**src/rtl/fifo_rd_drain_pkg.sv**
```systemverilog
// Shared constants and types for the FIFO read-side drain block.
// Width helpers keep occupancy able to represent a completely full buffer.
package fifo_rd_drain_pkg;

    localparam int FIFO_WIDTH_DEF = 16;
    localparam int BUF_DEPTH_DEF  = 3;

    // Debug view of the read pipeline, derived from occupancy and the pending-read flag.
    typedef enum logic [1:0] {
        IDLE  = 2'd0,
        FETCH = 2'd1,
        HOLD  = 2'd2,
        FULL  = 2'd3
    } drain_state_t;

    function automatic int occ_width(input int depth);
        return $clog2(depth + 1);
    endfunction

    function automatic int ptr_width(input int depth);
        return (depth > 1) ? $clog2(depth) : 1;
    endfunction

endpackage

```
**src/rtl/fifo_rd_elastic_buf.sv**
```systemverilog
// Purpose: circular elastic buffer holding words read back from the FIFO.
// Latency: a pushed word becomes the head one cycle after the push.
// Backpressure: pop is ignored when empty; the caller must never push into a full buffer.
module fifo_rd_elastic_buf
    import fifo_rd_drain_pkg::*;
#(
    parameter int WIDTH = FIFO_WIDTH_DEF,
    parameter int DEPTH = BUF_DEPTH_DEF,
    parameter int OCC_W = occ_width(DEPTH)
) (
    input  logic             clk,
    input  logic             rst,
    input  logic             push,
    input  logic [WIDTH-1:0] push_data,
    input  logic             pop,
    output logic [OCC_W-1:0] occ,
    output logic [WIDTH-1:0] head_data,
    output logic             head_vld
);

    localparam int PTR_W = ptr_width(DEPTH);

    logic [WIDTH-1:0] mem [DEPTH];
    logic [PTR_W-1:0] head_ptr;
    logic [PTR_W-1:0] tail_ptr;
    logic             pop_ok;

    function automatic logic [PTR_W-1:0] ptr_inc(input logic [PTR_W-1:0] ptr);
        return (ptr == PTR_W'(DEPTH - 1)) ? '0 : ptr + 1'b1;
    endfunction

    assign pop_ok    = pop && (occ != '0);
    assign head_vld  = (occ != '0);
    assign head_data = mem[head_ptr];

    always_ff @(posedge clk) begin
        if (rst) begin
            head_ptr <= '0;
            tail_ptr <= '0;
            occ      <= '0;
            for (int i = 0; i < DEPTH; i++) begin
                mem[i] <= '0;
            end
        end else begin
            if (push) begin
                mem[tail_ptr] <= push_data;
                tail_ptr      <= ptr_inc(tail_ptr);
            end
            if (pop_ok) begin
                head_ptr <= ptr_inc(head_ptr);
            end
            case ({push, pop_ok})
                2'b10:   occ <= occ + 1'b1;
                2'b01:   occ <= occ - 1'b1;
                default: occ <= occ;
            endcase
        end
    end

    // Reads are only issued with a free slot reserved, so this can only fire on a logic bug.
    always_ff @(posedge clk) begin
        if (!rst) begin
            assert (!(push && !pop_ok && (occ == OCC_W'(DEPTH))));
        end
    end

endmodule

```
**src/rtl/fifo_rd_drain.sv**
```systemverilog
// Purpose: read master for the project FIFO, re-presenting words on a valid/ready stream.
// Latency: rd_en in cycle N gives m_valid in N+2; one word per cycle when the sink is ready.
// Backpressure: rd_en stops once buffered plus in-flight words fill BUF_DEPTH. Option: FIFO_RD_STATS_EN.
module fifo_rd_drain
    import fifo_rd_drain_pkg::*;
#(
    parameter int FIFO_WIDTH = FIFO_WIDTH_DEF,
    parameter int BUF_DEPTH  = BUF_DEPTH_DEF
) (
    input  logic                  clk,
    input  logic                  rst,
    input  logic                  empty,
    input  logic [FIFO_WIDTH-1:0] data_out,
    input  logic                  underflow,
    output logic                  rd_en,
    output logic [FIFO_WIDTH-1:0] m_data,
    output logic                  m_valid,
    input  logic                  m_ready,
    output logic                  proto_err
`ifdef FIFO_RD_STATS_EN
    ,
    output logic [31:0]           rd_count
`endif
);

    localparam int OCC_W = occ_width(BUF_DEPTH);

    logic [OCC_W-1:0] occ;
    logic [OCC_W:0]   inflight;
    logic             pend;
    logic             push;
    logic             pop;
    drain_state_t     state;

    assign inflight = {1'b0, occ} + {{OCC_W{1'b0}}, pend};

    always_comb begin
        state = IDLE;
        if (inflight == (OCC_W + 1)'(BUF_DEPTH)) begin
            state = FULL;
        end else if (pend) begin
            state = FETCH;
        end else if (occ != '0) begin
            state = HOLD;
        end
    end

    // A read is only issued when a buffer slot is guaranteed for its return, so m_ready never gates rd_en.
    assign rd_en = !rst && !empty && (state != FULL);
    assign push  = pend && !underflow;
    assign pop   = m_valid && m_ready;

    always_ff @(posedge clk) begin
        if (rst) begin
            pend      <= 1'b0;
            proto_err <= 1'b0;
        end else begin
            pend <= rd_en;
            if (pend && underflow) begin
                proto_err <= 1'b1;
            end
        end
    end

    fifo_rd_elastic_buf #(
        .WIDTH (FIFO_WIDTH),
        .DEPTH (BUF_DEPTH),
        .OCC_W (OCC_W)
    ) u_buf (
        .clk       (clk),
        .rst       (rst),
        .push      (push),
        .push_data (data_out),
        .pop       (pop),
        .occ       (occ),
        .head_data (m_data),
        .head_vld  (m_valid)
    );

`ifdef FIFO_RD_STATS_EN
    always_ff @(posedge clk) begin
        if (rst) begin
            rd_count <= '0;
        end else if (pop) begin
            rd_count <= rd_count + 32'd1;
        end
    end
`endif

endmodule

```
**config.mk**
```make
export PLATFORM = sky130hd
export DESIGN_NAME = fifo_rd_drain
export DESIGN_NICKNAME = d
export VERILOG_FILES = /design/src/rtl/fifo_rd_drain_pkg.sv /design/src/rtl/fifo_rd_elastic_buf.sv /design/src/rtl/fifo_rd_drain.sv
export SDC_FILE = /design/constraint.sdc
export NUM_CORES = 1
export LEC_CHECK = 0
export CORE_MARGIN = 4
export CORE_UTILIZATION = 36
export CTS_BUF_LIST = sky130_fd_sc_hd__clkbuf_8
export DETAILED_ROUTE_END_ITERATION = 16
export PLACE_DENSITY = 0.65
export SETUP_SLACK_MARGIN = 0.3
export SLEW_MARGIN = 30
export SYNTH_ARGS = -nofsm -noshare
export SYNTH_HDL_FRONTEND = slang
export SYNTH_SLANG_ARGS = --single-unit
```
**constraint.sdc**
```tcl
create_clock -name clk -period 2.4 [get_ports clk]
set_input_delay 0.48 -clock clk [delete_from_list [all_inputs] [get_ports clk]]
set_output_delay 0.48 -clock clk [all_outputs]
set_load 0.1 [all_outputs]
```
* Word-level counts from Yosys, hierarchy flattened
Memories as Yosys holds them, arrays and structs flattened. A register that Yosys moved wholly into a read port is not among the register bits.
Cells that the tools add are included.
** Operators by class
- Add/subtract/negate cells :: 5
- Equal/unequal tests :: 6
- Muxes and demuxes :: 16
- Reductions and logical operators :: 12
** Operators with widths (count)
- $mux 16 :: 1
- $mux 2 :: 8
- $reduce_or 16->1 :: 1
- $add 2x1->2 const B :: 3
- $eq 2x2->1 const B :: 3
- $logic_and 1x1->1 :: 6
- $mux 1 :: 6
- $pmux 2 s2 :: 1
- $reduce_bool 2->1 :: 2
- $add 2x1->3 :: 1
- $eq 3x2->1 const B :: 1
- $logic_not 1->1 :: 3
- $eq 2x1->1 const B :: 1
- $ne 2x2->1 const B :: 1
- $sub 2x1->2 const B :: 1
** Storage, ports and cells
- Register bits after elaboration :: 8
- Bits in writable memories :: 48
- Bits of input ports :: 21
- Output and inout bits :: 19
- Word-level logic and storage cells :: 45
- Memories kept :: 1
** Memories
- u_buf.mem :: depth 3, width 16, rd ports 1, clocked after Yosys merged registers in 1, wr ports 3, RTL line fifo_rd_elastic_buf.sv:23 : logic [WIDTH-1:0] mem [DEPTH];

* Longest topological paths before layout
Gate-level depths: netlist (run 1).
- Depth after elaboration :: 7
- Depth in mapped cells :: 6
- Gate-level depth less buffers :: 6

* By module
Synthesis (run 1) repeated with hierarchy kept, for this count alone.
** Unflattened totals
- Cells, all modules :: 192
- Area total of the unflattened synthesis :: 3178.0 µm²
** Modules (own cells, without submodules)
- fifo_rd_elastic_buf :: times used 1, cells an instance 178, area an instance 3055.4 µm², seq. area each 2082.0 µm²
- fifo_rd_drain :: times used 1, cells an instance 14, area an instance 122.6 µm², seq. area each 40.0 µm²

* Worst setup path after synthesis (run 1)
OpenSTA, ideal clock, no wires.
- Path type :: register -> output
- Start :: register u_buf.occ[0]
- End :: output rd_en
- Data arrival time :: 3413 ps
- Data required time :: 1920 ps
- Slack :: -1493 ps
- Stages on the path, launching flop included :: 6
- Path buffers :: 0
- Path through :: dfxtp_1 ha_1 ha_1 nand2_1 o21bai_1 a311oi_1
** On the way
- Cells in the longest elaborated chain, start to end :: 6
- Elaborated cells between the ends (all ways) :: 8
- Classes of those cells :: add/sub (1); eq/ne (2); mux (3); reduce/logical (2)
** RTL lines
- start: declaration :: RTL line fifo_rd_elastic_buf.sv:16 : output logic [OCC_W-1:0] occ,
- start signal: assignment :: RTL line fifo_rd_elastic_buf.sv:53 : 2'b10: occ <= occ + 1'b1;
- start signal: assignment :: RTL line fifo_rd_elastic_buf.sv:54 : 2'b01: occ <= occ - 1'b1;
- parallel branches: the longest is 3 deep, another holds $add 2x1->3
- $mux 2 (*) :: RTL line fifo_rd_drain.sv:39 : if (inflight == (OCC_W + 1)'(BUF_DEPTH)) begin
- $ne 2x2->1 (*) :: RTL line fifo_rd_drain.sv:49 : assign rd_en = !rst && !empty && (state != FULL);
- $logic_and 1x1->1 (*) :: RTL line fifo_rd_drain.sv:49
- end: declaration :: RTL line fifo_rd_drain.sv:15 : output logic rd_en,
Mark *: on every way between the ends.

* Final worst setup path (run 1)
Same ends and word-level chain as after synthesis.

==> results of run 1 <==
state kept, by name, indices dropped and copies added, names as in the netlist, named ones only:
register	cells
u_buf.tail_ptr	2
u_buf.head_ptr	2
u_buf.mem	64
u_buf.occ	2
pend	1
proto_err	1
area by class of cell:
type                       instances  area (um^2)  area share
sequential                        74         2130       0.509
multi-input combinational         98         1010       0.241
timing repair buffer              53          731       0.174
tap                              105          131      0.0313
clock buffer                       9          124      0.0295
clock inverter                     7         57.6      0.0137
inverter                           2         7.51     0.00179
what timing repair did:
action                                  CTS  global route
resized for setup                         9             0
pin swaps                                 4             0
cloned                                    1             0
endpoints found under the setup margin   17            17
setup buffers                             2             0
layout by cell type (no fill, tap or decap), types with 3 or more instances in the layout:
cell type,Yosys,final
sky130_fd_sc_hd__clkdlybuf4s50_1,0,20
sky130_fd_sc_hd__clkinvlp_4,0,3
sky130_fd_sc_hd__nand2_1,4,3
sky130_fd_sc_hd__mux4_2,16,16
sky130_fd_sc_hd__buf_4,1,11
sky130_fd_sc_hd__buf_12,0,21
sky130_fd_sc_hd__and2_1,48,48
sky130_fd_sc_hd__dfxtp_1,10,7
sky130_fd_sc_hd__edfxtp_1,64,64
sky130_fd_sc_hd__dfxtp_4,0,3
sky130_fd_sc_hd__inv_6,0,4
sky130_fd_sc_hd__a21oi_1,4,4
sky130_fd_sc_hd__clkbuf_8,0,9
stage by stage:
stage / instances / setup slack (ns) / total power [mW] / util / cell area (um^2)
floorplan: 183 / 0.0748 / 2.03 / - / 3190
global placement: 329 / 0.236 / 2.29 / 0.472 / 3940
detailed placement: 329 / 0.198 / 2.30 / 0.472 / 3940
CTS: 348 / 0.228 / 3.22 / 0.503 / 4190
global route: 348 / 0.175 / 3.32 / 0.503 / 4190
finish: 348 / 0.255 / 3.19 / 0.503 / 4190
routing by layer:
metal / vias to the layer above / track usage / part of all wire
li1: 803 / - / -
met5: - / 0 / 0
met2: 33 / 0.206 / 0.53
met3: 11 / 0.0220 / 0.034
met1: 794 / 0.149 / 0.41
met4: 0 / 0.0675 / 0.026
kinds of logic (layout without fill, tap and decap cells):
family	after synthesis	count (layout)
DFF	74	74
AOI/OAI and AO/OA	11	11
and+or+nand+nor	66	66
buffers and inverters	11	71
adders and majority gates	3	3
muxes	16	16
xor gates and xnor gates	2	2
critical path: stages, from the launching register on:
cell	delay, ns
sky130_fd_sc_hd__dfxtp_4	0.36
sky130_fd_sc_hd__ha_4	0.16
sky130_fd_sc_hd__ha_4	0.21
sky130_fd_sc_hd__nand2_4	0.06
sky130_fd_sc_hd__o21bai_4	0.06
sky130_fd_sc_hd__a311oi_4	0.25
sky130_fd_sc_hd__buf_12	0.21
path summary, 6_finish.rpt:
check	from	endpoint	slack, ns	depth (start not counted)
worst max-delay path	u_buf.occ[0]$_SDFFE_PP0P_	rd_en	0.26	6
worst min-delay path	u_buf.head_ptr[0]$_SDFFE_PP0P_	flop	0.48	2
worst max register to register	u_buf.occ[0]$_SDFFE_PP0P_	u_buf.occ[1]$_SDFFE_PP0P_	0.65	6
worst min register to register	u_buf.head_ptr[0]$_SDFFE_PP0P_	flop	0.48	2
power breakdown:
group | internal (mW) | switching, mW
clock | 0.389 | 0.494
sequential | 1.45 | 0.0297
combinational | 0.335 | 0.495
==> results.sh, run 1 <==
export IMPL_status="complete, no violations"
export IMPL_syn_cell_area_um2=3140
export IMPL_boundaryPins=40
export IMPL_post_synth_xor_area_fraction=0.00558
export IMPL_synthSimpleGateAreaFrac=0.146
export IMPL_drive_gt1_frac=0.325
export IMPL_worstPathRequired_ns=1.92
export IMPL_maximum_number_of_pins_on_one_net_before_global_route_repair=18
export IMPL_core_area_um2=8340
export IMPL_detail_route_iter0_violations=24
export IMPL_grtUsageTotal=0.122
export IMPL_slew_violations=0
export IMPL_shortest_clock_period_the_worst_path_allows_after_layout_ns=2.14
export IMPL_dr_pass1_iters=4
export IMPL_cts_htree_levels=3
export IMPL_floorplan_row_count=33
export IMPL_synth_top_family_by_area="simple AND/OR/NAND/NOR gates"
export IMPL_ys_warnings_count=0
export IMPL_die_h_um=101
export IMPL_synth_edf_count=64
export IMPL_fin_skew_ns=0.00718
export IMPL_design_die_area_um2=10300
export IMPL_antenna_found_initial=0
export IMPL_initial_core_util=0.376
export IMPL_routed_via_density=4.72
export IMPL_route_detailed_wl_per_inst_um=16.4
export IMPL_synth_top_cells_by_area="sky130_fd_sc_hd__edfxtp_1 61%, sky130_fd_sc_hd__mux4_2 11%, sky130_fd_sc_hd__and2_1 9.6%"
export IMPL_yosys_register_bits=74
export IMPL_netlist_top_cell_by_area="sky130_fd_sc_hd__edfxtp_1"
export IMPL_number_of_distinct_library_cells_after_synthesis=29
export IMPL_portion_of_the_post_synthesis_area_used_by_sequential_elements=0.676
export IMPL_first_global_vias=1750
export IMPL_worst_slew_margin_rel=0.683
export IMPL_yosys_top_cells_count="64 x sky130_fd_sc_hd__edfxtp_1, 48 x sky130_fd_sc_hd__and2_1, 16 x sky130_fd_sc_hd__mux4_2, 10 x sky130_fd_sc_hd__dfxtp_1"
export IMPL_clock_network_latency_to_the_later_pin_of_the_worst_skew_pair_ns=0.35
export IMPL_cts_made_buffers=9
export IMPL_gpl_final_weighted_congestion=0.709
export IMPL_clk_pin_slew_ns=0.08
export IMPL_ant_nets=0
export IMPL_power_static_leakage_nw=1.48
export IMPL_clock_root_buffer="sky130_fd_sc_hd__clkbuf_8"
export IMPL_tritoncts_num_sinks=74
export IMPL_cts_hold_buf=0
export IMPL_antenna_diode_count=0
export IMPL_vdd_drop_max_mv=0.446
export IMPL_synthArstFlopShare=0
export IMPL_drcViolationCount=0
export IMPL_clk_buf_depth=2
export IMPL_portBuffers=39
export IMPL_cap_violations=0
export IMPL_setup_violations_final=0
export IMPL_die_span_x_um=101
export IMPL_syn_instance_count=183
export IMPL_tns_ns=0
export IMPL_fmax_mhz=466
export IMPL_flow_area_growth_from_synthesis_pct=33.6
export IMPL_worstPathArrival_ns=1.66
export IMPL_synth_compound_gate_area_share=0.0231
export IMPL_grt_setup_unrepaired="yes"
export IMPL_route_vias_total=1641
export IMPL_post_synth_cell_area_avg_um2=17.1
export IMPL_global_route_wire_length_before_repair_um=9160
export IMPL_timing_worst_setup_path_type="reg2out"
export IMPL_finalNetCount=262
export IMPL_hold_path_class="reg2reg"
export IMPL_hpwl_um=3570
export IMPL_synth_top_cell_area_share=0.612
export IMPL_yosysMostFrequentCell="sky130_fd_sc_hd__edfxtp_1"
export IMPL_num_fill_cells=720
export IMPL_synth_mux_area_fraction=0.115
export IMPL_tritoncts="yes"
export IMPL_globalRouteOverflowTotal=0
export IMPL_dominantRegCellSynth="sky130_fd_sc_hd__edfxtp_1"
export IMPL_setup_worst_path_end_class="output port"
export IMPL_hold_viol_final=0
export IMPL_yosys_area_share_adder=0.0120
export IMPL_setup_worst_path_start_class="flop"
export IMPL_path_max_fanout=2
export IMPL_timing_final_crit_share=0.894
export IMPL_routed_wirelength_um=5700
export IMPL_worst_slew_pin_transition_ns=0.476
export IMPL_hold_ws_ns=0.480
export IMPL_power_density_nw_per_um2=760
export IMPL_syn_nets=207
(Power assumes the default switching activity.)
==> run 2: changes to the inputs <==
RECOVER_POWER = 100   (was not set)
==> results.sh, run 2 (synthesis gave the netlist of run 1 again) <==
export IMPL_globalRouteOverflowTotal=0
export IMPL_boundaryPins=40
export IMPL_portBuffers=39
export IMPL_largest_register="u_buf.mem"
export IMPL_hold_ws_ns=0.478
export IMPL_worst_slew_margin_rel=0.229
export IMPL_cts_hold_buf=0
export IMPL_hold_path_class="reg2reg"
export IMPL_power_share_clock=0.287
export IMPL_fmax_mhz=453
export IMPL_fin_ws_ns=0.194
export IMPL_layout_cells_most_common_list="64 x sky130_fd_sc_hd__edfxtp_1, 26 x sky130_fd_sc_hd__and2_1, 22 x sky130_fd_sc_hd__and2_0, 17 x sky130_fd_sc_hd__dlygate4sd3_1, 16 x sky130_fd_sc_hd__mux4_2"
export IMPL_worstPathBufferInverterCount=1
export IMPL_fin_total_pwr_mw=3.06
export IMPL_clock_network_latency_to_the_later_pin_of_the_worst_skew_pair_ns=0.35
export IMPL_leading_cell_type_in_the_layout_fill_and_taps_excluded="sky130_fd_sc_hd__edfxtp_1"
export IMPL_tns_ns=0
export IMPL_worstPathCellList="dlygate4sd3_1 > nor4_1 > or2_1"
export IMPL_finalNetCount=262
export IMPL_r2r_worst_path_cells=6
export IMPL_route_vias_total=1651
export IMPL_gpl_final_weighted_congestion=0.709
export IMPL_tritoncts_num_sinks=74
export IMPL_route_detailed_wl_per_inst_um=16.5
export IMPL_design_die_area_um2=10300
export IMPL_worstPathArrival_ns=2.18
export IMPL_initial_core_util=0.376
export IMPL_worstPathRequired_ns=2.37
export IMPL_dr_pass1_iters=4
export IMPL_slew_violations=0
export IMPL_clk_pin_slew_ns=0.08
export IMPL_die_span_x_um=101
export IMPL_drive_gt1_frac=0.288
export IMPL_antenna_found_initial=0
export IMPL_largest_reg_flops=64
export IMPL_hold_viol_final=0
export IMPL_global_route_wire_length_before_repair_um=9160
export IMPL_routed_wirelength_um=5730
export IMPL_clk_buf_depth=2
export IMPL_worst_slew_pin_transition_ns=1.16
export IMPL_flow_area_growth_from_synthesis_pct=25.2
export IMPL_crit_path_top_delay_cell="sky130_fd_sc_hd__or2_1"
export IMPL_routed_via_density=4.74
export IMPL_grtUsageTotal=0.122
export IMPL_maximum_number_of_pins_on_one_net_before_global_route_repair=18
export IMPL_shortest_clock_period_the_worst_path_allows_after_layout_ns=2.21
export IMPL_switching_power_mw=0.996
export IMPL_setup_violations_final=0
export IMPL_hold_path_cell_count=2
export IMPL_cts_made_buffers=9
export IMPL_timing_critical_path_depth=3
export IMPL_fin_skew_ns=0.00761
export IMPL_first_global_vias=1750
export IMPL_sw_frac_of_total=0.325
export IMPL_post_route_util=0.471
export IMPL_cap_violations=0
export IMPL_power_frac_seq=0.480
export IMPL_cp_slowest_stage_delay_ns=0.71
export IMPL_drcViolationCount=0
export IMPL_antenna_diode_count=0
export IMPL_num_fill_cells=757
export IMPL_timing_final_crit_share=0.919
export IMPL_grt_setup_unrepaired="yes"
export IMPL_hpwl_um=3570
export IMPL_ant_nets=0
export IMPL_intPower_mw=2.07
export IMPL_power_density_nw_per_um2=780
export IMPL_floorplan_row_count=33
export IMPL_pre_cts_ws_ns=0.198
export IMPL_die_h_um=101
export IMPL_detail_route_iter0_violations=23
export IMPL_path_max_fanout=16
export IMPL_cts_htree_levels=3
export IMPL_tritoncts="yes"
export IMPL_setup_worst_path_start_class="input pin"
export IMPL_crit_family="simple AND/OR/NAND/NOR gates"
export IMPL_setup_worst_path_end_class="flop"
export IMPL_status="complete, no violations"
export IMPL_power_share_combinational=0.233
export IMPL_vdd_drop_max_mv=0.425
export IMPL_timing_worst_setup_path_type="in2reg"
export IMPL_core_area_um2=8340
export IMPL_power_static_leakage_nw=1.37
export IMPL_clock_root_buffer="sky130_fd_sc_hd__clkbuf_8"
==> run 2: changes by cell type in the layout (fill, tap and decap cells not counted), sizes merged <==
cell,change
buf,-20
dlygate4sd3,+17
clkdlybuf4s50,-17
clkbuf,+20
==> run 2: layout make-up <==
class	count	area, um^2	share of cell area
sequential	74	2130	0.542
clock inverter	7	57.6	0.0146
multi-input combinational	98	985	0.251
inverter	2	7.51	0.00191
timing repair buffer	53	494	0.126
tap	105	131	0.0334
clock buffer	9	124	0.0315
==> run 2: through the flow <==
stage | cells | area [um^2]
3_3_place_gp | 329 | 3940
5_1_grt | 348 | 3930
3_5_place_dp | 329 | 3940
2_1_floorplan | 183 | 3190
4_1_cts | 348 | 4190
6_report | 348 | 3930
==> run 2: worst paths after layout <==
check                           slack (ns)              startpoint                              to
worst max-delay path                  0.19                     rst   u_buf.mem[0][3]$_SDFFCE_PN0P_
worst min-delay path                  0.48  proto_err$_SDFFE_PP0P_          proto_err$_SDFFE_PP0P_
worst max register to register        0.45         pend$_SDFF_PP0_  u_buf.mem[1][15]$_SDFFCE_PN0P_
worst min register to register        0.48  proto_err$_SDFFE_PP0P_          proto_err$_SDFFE_PP0P_
==> run 2: timing repair <==
action	4_1_cts	5_1_grt
setup endpoints to repair	17	17
pin swaps	4	0
cloned	1	0
setup buffers	2	0
gates resized for setup	9	0
==> run 2: worst min-delay path: cells and delay by family (launching register included) <==
family | cells | cell delay, ns
AO/OA/AOI/OAI | 1 | 0.04
flip-flops | 1 | 0.33
AND/OR/NAND/NOR | 1 | 0.07
==> run 2: routing by layer <==
| layer | wire [um] | global-route usage | up-vias |
|---|---|---|---|
| li1 | - | - | 803 |
| met1 | 2370 | 0.149 | 804 |
| met4 | 146 | 0.0675 | 0 |
| met3 | 200 | 0.0220 | 11 |
| met5 | 0 | 0 | - |
| met2 | 3010 | 0.206 | 33 |
==> run 2: power by group through the flow <==
stage / logic (mW) / clock network, mW / registers [mW]
2_1_floorplan: 0.522 / 0 / 1.50
3_3_place_gp: 0.786 / 0 / 1.50
3_5_place_dp: 0.791 / 0 / 1.51
4_1_cts: 0.841 / 0.906 / 1.48
5_1_grt: 0.753 / 0.964 / 1.48
6_report: 0.713 / 0.880 / 1.47
==> run 3: changes to the inputs <==
CORE_UTILIZATION = 57   (was 36)
PLACE_DENSITY = 0.91   (was 0.65)
SETUP_SLACK_MARGIN = 0.02   (was 0.3)
SKIP_CTS_REPAIR_TIMING = 1   (was not set)
==> results.sh, run 3 (synthesis gave the netlist of run 1 again) <==
export IMPL_status="complete, no violations"
export IMPL_dr_pass1_iters=5
export IMPL_clk_pin_slew_ns=0.07
export IMPL_setup_violations_final=0
export IMPL_drive_gt1_frac=0.254
export IMPL_cp_endpoint="rd_en"
export IMPL_crit_path_top_delay_cell="sky130_fd_sc_hd__dfxtp_4"
export IMPL_route_vias_total=1689
export IMPL_cts_htree_levels=3
export IMPL_cap_violations=0
export IMPL_largest_reg_flops=64
export IMPL_tritoncts="yes"
export IMPL_fin_skew_ns=0.00825
export IMPL_clock_root_buffer="sky130_fd_sc_hd__clkbuf_8"
export IMPL_floorplan_row_count=26
export IMPL_global_route_wire_length_before_repair_um=9050
export IMPL_cp_slowest_stage_delay_ns=0.37
export IMPL_pre_cts_ws_ns=0.123
export IMPL_setup_reg_to_reg_worst_slack_ns=0.43
export IMPL_gpl_final_weighted_congestion=0.757
export IMPL_hold_ws_ns=0.489
export IMPL_power_static_leakage_nw=1.36
export IMPL_worstPathArrival_ns=1.81
export IMPL_setup_worst_path_end_class="output port"
export IMPL_worstPathRequired_ns=1.92
export IMPL_globalRouteOverflowTotal=0
export IMPL_initial_core_util=0.603
export IMPL_ant_nets=0
export IMPL_critPathMostFrequentCell="sky130_fd_sc_hd__ha_4"
export IMPL_setup_worst_path_start_class="flop"
export IMPL_hold_path_class="reg2reg"
export IMPL_layout_cells_most_common_list="64 x sky130_fd_sc_hd__edfxtp_1, 29 x sky130_fd_sc_hd__and2_0, 19 x sky130_fd_sc_hd__and2_1, 17 x sky130_fd_sc_hd__dlygate4sd3_1"
export IMPL_maximum_number_of_pins_on_one_net_before_global_route_repair=18
export IMPL_power_density_nw_per_um2=802
export IMPL_vdd_drop_max_mv=0.779
export IMPL_tns_ns=0
export IMPL_boundaryPins=40
export IMPL_leading_cell_type_in_the_layout_fill_and_taps_excluded="sky130_fd_sc_hd__edfxtp_1"
export IMPL_num_fill_cells=350
export IMPL_route_detailed_wl_per_inst_um=18.0
export IMPL_shortest_clock_period_the_worst_path_allows_after_layout_ns=2.29
export IMPL_grt_setup_unrepaired="no"
export IMPL_antenna_found_initial=0
export IMPL_grtUsageTotal=0.189
export IMPL_fmax_mhz=438
export IMPL_worstPathCellList="ha_4 > ha_4 > nand2_1 > o21bai_2 > a311oi_4 > buf_6"
export IMPL_finalNetCount=259
export IMPL_largest_register="u_buf.mem"
export IMPL_flow_area_growth_from_synthesis_pct=21.8
export IMPL_antenna_diode_count=0
export IMPL_worst_setup_path_startpoint="u_buf.occ[0]$_SDFFE_PP0P_"
export IMPL_tritoncts_num_sinks=74
export IMPL_hpwl_um=3530
export IMPL_routed_via_density=5.45
export IMPL_detail_route_iter0_violations=101
export IMPL_timing_worst_setup_path_type="reg2out"
export IMPL_clock_network_latency_to_the_later_pin_of_the_worst_skew_pair_ns=0.34
export IMPL_critical_path_reg2reg_endpoint="u_buf.mem[1][2]$_SDFFCE_PN0P_"
export IMPL_slew_violations=0
export IMPL_design_die_area_um2=6760
export IMPL_portBuffers=39
export IMPL_worst_slew_pin_transition_ns=1.16
export IMPL_hold_viol_final=0
export IMPL_timing_final_crit_share=0.952
export IMPL_core_area_um2=5200
export IMPL_die_h_um=82.2
export IMPL_first_global_vias=1772
export IMPL_routed_wirelength_um=5570
export IMPL_drcViolationCount=0
export IMPL_r2r_worst_path_cells=4
export IMPL_worst_slew_margin_rel=0.233
export IMPL_die_span_x_um=82.2
export IMPL_fin_total_pwr_mw=3.07
export IMPL_cts_made_buffers=9
export IMPL_path_max_fanout=6
export IMPL_clk_buf_depth=2
export IMPL_startpoint_of_the_most_critical_register_to_register_path="pend$_SDFF_PP0_"
export IMPL_fin_ws_ns=0.115
==> run 3: cell count changes in the layout (fill, tap and decap cells not counted), moves of 3 or more <==
cell                         previous run  this run
sky130_fd_sc_hd__and2_0                22        29
sky130_fd_sc_hd__and2_1                26        19
sky130_fd_sc_hd__inv_6                  4         0
sky130_fd_sc_hd__buf_12                 5         1
sky130_fd_sc_hd__inv_1                  2         5
sky130_fd_sc_hd__clkinvlp_4             3         0
sky130_fd_sc_hd__buf_6                  5        16
sky130_fd_sc_hd__clkbuf_4               9         0
==> run 3: report_power, final <==
group | switching [mW] | internal [mW] | leakage [nW]
logic | 0.467 | 0.209 | 0.524
registers | 0.0295 | 1.45 | 0.723
clock network | 0.420 | 0.494 | 0.110
==> run 3: final cells by class <==
cell class	count	area, um^2	share of cell area
clock inverter	6	51.3	0.0134
timing repair buffer	50	465	0.122
sequential	74	2130	0.556
clock buffer	10	138	0.0360
tap	70	87.6	0.0229
inverter	2	7.51	0.00196
multi-input combinational	98	946	0.247
==> run 3: worst min path at each step <==
| stage | start | endpoint | slack (ns) | cells after the start |
|---|---|---|---|---|
| floorplan | u_buf.head_ptr[0]$_SDFFE_PP0P_ | flop | 0.45 | 2 |
| global placement | proto_err$_SDFFE_PP0P_ | proto_err$_SDFFE_PP0P_ | 0.46 | 2 |
| detailed placement | u_buf.head_ptr[0]$_SDFFE_PP0P_ | flop | 0.48 | 2 |
| CTS | u_buf.head_ptr[0]$_SDFFE_PP0P_ | u_buf.head_ptr[0]$_SDFFE_PP0P_ | 0.50 | 2 |
| global route | u_buf.head_ptr[0]$_SDFFE_PP0P_ | u_buf.head_ptr[0]$_SDFFE_PP0P_ | 0.55 | 2 |
| finish | proto_err$_SDFFE_PP0P_ | proto_err$_SDFFE_PP0P_ | 0.49 | 2 |
==> run 3: per-stage QoR <==
step / instances / cell area, um^2 / util
final: 310 / 3820 / 0.734
after global routing: 310 / 3820 / 0.734
after CTS: 310 / 4080 / 0.783
after detailed placement: 294 / 3890 / 0.747
after global placement: 294 / 3890 / 0.747
after floorplan: 183 / 3190 / -
==> run 3: metal layers <==
layer	track usage	vias to the layer above	routed length [um]
met2	0.332	49	2990
met1	0.223	839	2250
li1	-	795	-
met3	0.0434	6	278
met5	0	-	0
met4	0.0797	0	55
==> run 3: worst max-delay path: cells and delay by family, from the launching register on <==
kind / cells / cell delay (ns)
flops: 1 / 0.37
buf+inv: 1 / 0.26
simple gates: 1 / 0.07
compound gates: 2 / 0.41
fa+ha+maj: 2 / 0.36
